$ cat config.mk
export PLATFORM = sky130hd
export DESIGN_NAME = rggen_irq_coalescer
export DESIGN_NICKNAME = d
export VERILOG_FILES = /design/src/rtl/rggen_irq_pkg.sv /design/src/rtl/rggen_popcount.sv /design/src/rtl/rggen_irq_coalescer.sv
export SDC_FILE = /design/constraint.sdc
export NUM_CORES = 1
export LEC_CHECK = 0
export ABC_AREA = 1
export CAP_MARGIN = 40
export CORE_UTILIZATION = 36
export CTS_CLUSTER_DIAMETER = 100
export DETAILED_ROUTE_END_ITERATION = 10
export MAX_ROUTING_LAYER = met4
export SYNTH_ARGS = -nofsm -noshare
export SYNTH_HDL_FRONTEND = slang
export SYNTH_SLANG_ARGS = --single-unit
$ cat constraint.sdc
create_clock -name i_clk -period 5.5 [get_ports i_clk]
set_clock_uncertainty 0.05 [all_clocks]
set_input_delay 1.1 -clock i_clk [delete_from_list [all_inputs] [get_ports i_clk]]
set_output_delay 1.1 -clock i_clk [all_outputs]
set_load 0.01 [all_outputs]
$ cat src/rtl/rggen_irq_pkg.sv
// Shared types for the interrupt coalescer: FSM state encoding and event-count sizing.
package rggen_irq_pkg;

  typedef enum logic [1:0] {
    IDLE    = 2'd0,
    COLLECT = 2'd1,
    FIRE    = 2'd2
  } irq_state_e;

  localparam int CNT_W = 8;
  localparam logic [CNT_W-1:0] CNT_MAX = '1;

endpackage

$ cat src/rtl/rggen_popcount.sv
// Combinational population count of a WIDTH-bit vector.
module rggen_popcount #(
  parameter  int WIDTH = 8,
  localparam int CW    = $clog2(WIDTH + 1)
) (
  input  logic [WIDTH-1:0] i_bits,
  output logic [CW-1:0]    o_count
);

  always_comb begin
    o_count = '0;
    for (int i = 0; i < WIDTH; i++) begin
      o_count = o_count + CW'(i_bits[i]);
    end
  end

endmodule

$ cat src/rtl/rggen_irq_coalescer.sv
// Interrupt coalescer: counts rising status bits and fires one irq after THRESHOLD
// events or TIMEOUT cycles since the first event; i_enable=0 bypasses coalescing.
module rggen_irq_coalescer
  import rggen_irq_pkg::*;
#(
  parameter int WIDTH     = 8,
  parameter int THRESHOLD = 4,
  parameter int TIMEOUT   = 16
) (
  input  logic             i_clk,
  input  logic             i_rst,
  input  logic             i_enable,
  input  logic [WIDTH-1:0] i_status,
  output logic             o_irq,
  output logic [CNT_W-1:0] o_event_count,
  output logic             o_busy
);

  localparam int CW = $clog2(WIDTH + 1);
  localparam int TW = $clog2(TIMEOUT + 1);
  // sum width wide enough that neither operand nor the carry can overflow
  localparam int SW = ((CW > CNT_W) ? CW : CNT_W) + 1;

  irq_state_e       state_q, state_d;
  logic [WIDTH-1:0] status_q, status_d;
  logic [CNT_W-1:0] count_q, count_d;
  logic [TW-1:0]    timer_q, timer_d;
  logic             irq_q, irq_d;

  logic [WIDTH-1:0] new_bits;
  logic [CW-1:0]    n_new;
  logic [SW-1:0]    n_new_w;
  logic [SW-1:0]    sum_w;
  logic [CNT_W-1:0] n_new_sat;
  logic [CNT_W-1:0] sum_sat;

  assign new_bits = i_status & ~status_q;

  rggen_popcount #(
    .WIDTH (WIDTH)
  ) u_popcount (
    .i_bits  (new_bits),
    .o_count (n_new)
  );

  always_comb begin
    n_new_w   = SW'(n_new);
    sum_w     = SW'(count_q) + n_new_w;
    n_new_sat = (n_new_w > SW'(CNT_MAX)) ? CNT_MAX : n_new_w[CNT_W-1:0];
    sum_sat   = (sum_w   > SW'(CNT_MAX)) ? CNT_MAX : sum_w[CNT_W-1:0];
  end

  always_comb begin
    state_d  = state_q;
    count_d  = count_q;
    timer_d  = timer_q;
    status_d = i_status;
    if (!i_enable) begin
      state_d = IDLE;
      count_d = '0;
      timer_d = '0;
    end else begin
      case (state_q)
        IDLE: begin
          count_d = '0;
          timer_d = '0;
          if (n_new_w != '0) begin
            count_d = n_new_sat;
            state_d = (n_new_w >= SW'(THRESHOLD)) ? FIRE : COLLECT;
          end
        end
        COLLECT: begin
          // an all-clear status closes the window even if it would also fire
          if (i_status == '0) begin
            state_d = IDLE;
            count_d = '0;
            timer_d = '0;
          end else begin
            count_d = sum_sat;
            // timer stops at TIMEOUT at most, which fits TW bits without wrapping
            timer_d = timer_q + TW'(1);
            if ((sum_sat >= CNT_W'(THRESHOLD)) || (timer_q == TW'(TIMEOUT - 1))) begin
              state_d = FIRE;
            end
          end
        end
        FIRE: begin
          if (i_status == '0) begin
            state_d = IDLE;
            count_d = '0;
            timer_d = '0;
          end
        end
        default: begin
          state_d = IDLE;
          count_d = '0;
          timer_d = '0;
        end
      endcase
    end
    irq_d = (state_d == FIRE) | (!i_enable & (|i_status));
  end

  always_ff @(posedge i_clk) begin
    if (i_rst) begin
      state_q  <= IDLE;
      status_q <= '0;
      count_q  <= '0;
      timer_q  <= '0;
      irq_q    <= 1'b0;
    end else begin
      state_q  <= state_d;
      status_q <= status_d;
      count_q  <= count_d;
      timer_q  <= timer_d;
      irq_q    <= irq_d;
    end
  end

  assign o_irq         = irq_q;
  assign o_event_count = count_q;
  assign o_busy        = (state_q != IDLE);

endmodule

==> summary.md <==
| Metric | Value |
|---|---|
| WS Path Type | input pin to flop |
| Port Buffers | 20 |
| Grt met3 use | 2.07% |
| CP delay by family, top | adder cells |
| Met2 Use GR | 26.5% |
| Boundary pin count | 21 |
| Cell count after placement | between 200 and 300 |
| Period minus WS final | 5.17 ns |
| Post CTS Setup Buffer Count | 0 |
| Fillers | 374 |
| Hold_buf cts | 0 |
| Final core occ | 49.1% |
| DR DRC count | 0 |
| Met1 usage | 22.6% |
| Placer congestion estimate | 0.918 |
| Clock Tree Buf Depth | 2 |
| Max-slew violation count | 0 |
| DP HPWL | 2.44 mm |
| Reg area | 480 um2 |
| Largest fanout on the critical path | 3 |
| Syn. warnings | 0 |
| Gate count after technology mapping | 213 |
| Nets | 269 |
| CTS root buf | clkbuf_8 |
| Number of synthesized flops with an enable pin | 0 |
| Layout cells sized above 1 | a little under an eighth |
| CTS Buf Count | 3 |
| Unrepaired setup endpoints after global routing | no |
| Number of diodes | 0 |
| Crit path DAT | 5.26 ns |
| Placement Rows | 22 |
| Largest net degree at the start of global routing | 14 |
| First-pass GRT wire length | 5.55 mm |
| Relative slew slack | 45.4% |
| Final setup viols | 0 |
| # H-tree levels | 1 |
| Status | finished clean |
| Final Hold Vio Count | 0 |
| Critical-path cell list | clkdlybuf4s50_1, inv_1, nor2_1, ha_1, inv_1, fa_1, fa_1, inv_1, fa_2, inv_2, fa_1, fa_2, inv_1, nand3_1, nand2_2, nand3_2, nand2_1, nand2_1, nor2_1, nand3_1, nand2_1, nand2_1, nand2_1, a21oi_2 |
| Post-cts resize count | 0 |
| Die span in y | approximately 66 um |
| Maximum vdd drop | 0.138 mV |
| Num Clock Sinks | 24 |
| Synth Area per Inst | 6.92 um2 |
| Worst skew pair latency | 0.26 ns |
| CTS tree | built |
| Initial Util | 38.8% |
| Max-Cap Viols | 0 |
| Avg Vias per Cell | 4.63 |
| TritonRoute pass-1 iters | 4 |
| Synthesis-to-finish area growth | 26.5% |
| CTS clk-pin slew, worst paths | 0.09 ns |
| Syn nets | 238 |
| Antenna violations before repair | 0 |
| Min-Delay Path Class | flop to flop |
| Finished Cell Area | between 1500 and 2000 um2 |
| Die area | 4350 um2 |
| P_leak | around 0.84 nW |
| Die Wd | 66.0 um |
| CP required | about 5.6 ns |
| Peak Freq | just under 0.2 GHz |
| Netlist Area Pre-Place | 1470 um2 |
| Power density over the cells | 278 nW/um2 |
| Wire per inst | about 11 um |
| GR Util All Layers | 16.7% |
| Post-synthesis sequential area ratio | 32.6% |
| Ys flop type | dfxtp_1 |
| Slew @ Worst Pin | 0.817 ns |
| Flops & latches, synth | 24 |
| DRT Wirelength | 3.09 mm |
| Cell mode on critical path | nand2_1 |
| Final ANT Viol Nets | 0 |
| Gr busiest metal | met2 |
| Final period util | 93.9% |
| CP max-delay cell | fa_1 |
| Via count | 1347 |
| Grt ovf | 0 |
| 1st-iter DRT viols | 105 |
| Placed Area | ~1800 um2 |
| Worst setup EP type | flop |
| Bufs and invs on worst path | 6 |
| CP max stage delay | 0.54 ns |
| Vias in the first global route | approximately 1300 |
| Ys async rst share | 0% |
| Area of the multi-input gates | ~870 um2 |
| Core box area | 3800 um2 |
| Finished Layout Cells | between 200 and 300 |
| Distinct cells, synth | 25 |
| Startpoint Class | input pin |
final timing paths:
check | from | slack (ns) | depth (start not counted) | to
worst max-delay path | i_status[0] | 0.33 | 24 | o_irq
worst min register to register | timer_q[3] | 0.42 | 2 | timer_q[3]
worst min-delay path | timer_q[3] | 0.42 | 2 | timer_q[3]
worst max register to register | status_q[0] | 1.31 | 22 | o_irq
cells in the mapped netlist, drive strengths merged, types with 3 or more instances:
cell	instances	area [um2]
inv	34	128
nand4	6	37.5
a21oi	9	52.6
ha	9	113
nand3	11	60.1
o21ai	3	15.0
nand2	58	220
nor2	31	116
or2	5	31.3
dfxtp	24	480
fa	5	100
a31oi	4	25.0
power by group:
group	internal, W	switching [W]
clock	0.0000638	0.0000562
sequential	0.000185	0.00000720
combinational	0.0000910	0.000114
worst reg2reg max path, stage by stage (launching register included):
cell,delay (ns)
dfxtp_1,0.32
nor2_1,0.05
ha_1,0.26
inv_1,0.05
fa_1,0.49
fa_1,0.54
inv_1,0.06
fa_2,0.40
inv_2,0.07
fa_1,0.42
fa_2,0.37
inv_1,0.08
nand3_1,0.09
nand2_2,0.11
nand3_2,0.09
nand2_1,0.08
nand2_1,0.07
nor2_1,0.10
nand3_1,0.10
nand2_1,0.07
nand2_1,0.05
nand2_1,0.09
a21oi_2,0.06
layout by cell type (no fill, tap or decap), drive strengths merged:
cell,Yosys,final
buf,2,10
nand4,6,6
fa,5,5
a2bb2oi,2,2
nor2,31,31
xnor2,2,2
dfxtp,24,24
clkdlybuf4s50,0,20
nand2,58,58
ha,9,9
nor3,1,1
o22ai,1,1
xor2,1,1
nand3b,1,1
o21ai,3,3
nand3,11,11
inv,34,34
a21oi,9,9
a31oi,4,4
or2,5,5
clkbuf,2,4
a211oi,2,2
state kept, by name (all words and copies together), names as in the netlist:
register and cells:
o_event_count 8, status_q 8, timer_q 5, state_q 2, o_irq 1
cell type report:
type / instances / area share [%]
Multi-Input combinational cell: 151 / 46.4
Sequential cell: 24 / 25.8
Timing Repair Buffer: 30 / 14.8
Inverter: 34 / 6.85
Tap cell: 48 / 3.22
Clock buffer: 4 / 2.95
metrics by stage:
stage / hold WS, ns / total power [W] / TNS, ns / setup slack [ns]
after floorplan: 0.390 / 0.000336 / 0 / 0.509
after global placement: 0.406 / 0.000397 / -0.200 / -0.0709
after detailed placement: 0.411 / 0.000397 / -0.363 / -0.121
after CTS: 0.424 / 0.000517 / 0 / 0.156
after global routing: 0.443 / 0.000565 / 0 / 0.0323
final: 0.420 / 0.000518 / 0 / 0.333
cell families (layout without fill, tap and decap cells):
kind of cell	after synthesis	in the layout	synth area share (%)
AND/OR/NAND/NOR	113	113	32.4
flip-flops	24	24	32.6
adder cells (fa/ha/maj)	14	14	14.4
AO/OA/AOI/OAI	21	21	8.91
buffers and inverters	38	68	9.85
XOR/XNOR	3	3	1.78
routing by layer:
| metal | up-vias | wire [um] |
|---|---|---|
| met3 | 2 | 107 |
| met5 | - | 0 |
| li1 | 730 | - |
| met2 | 28 | 1400 |
| met1 | 587 | 1560 |
| met4 | 0 | 20 |
(Power assumes the default switching activity.)
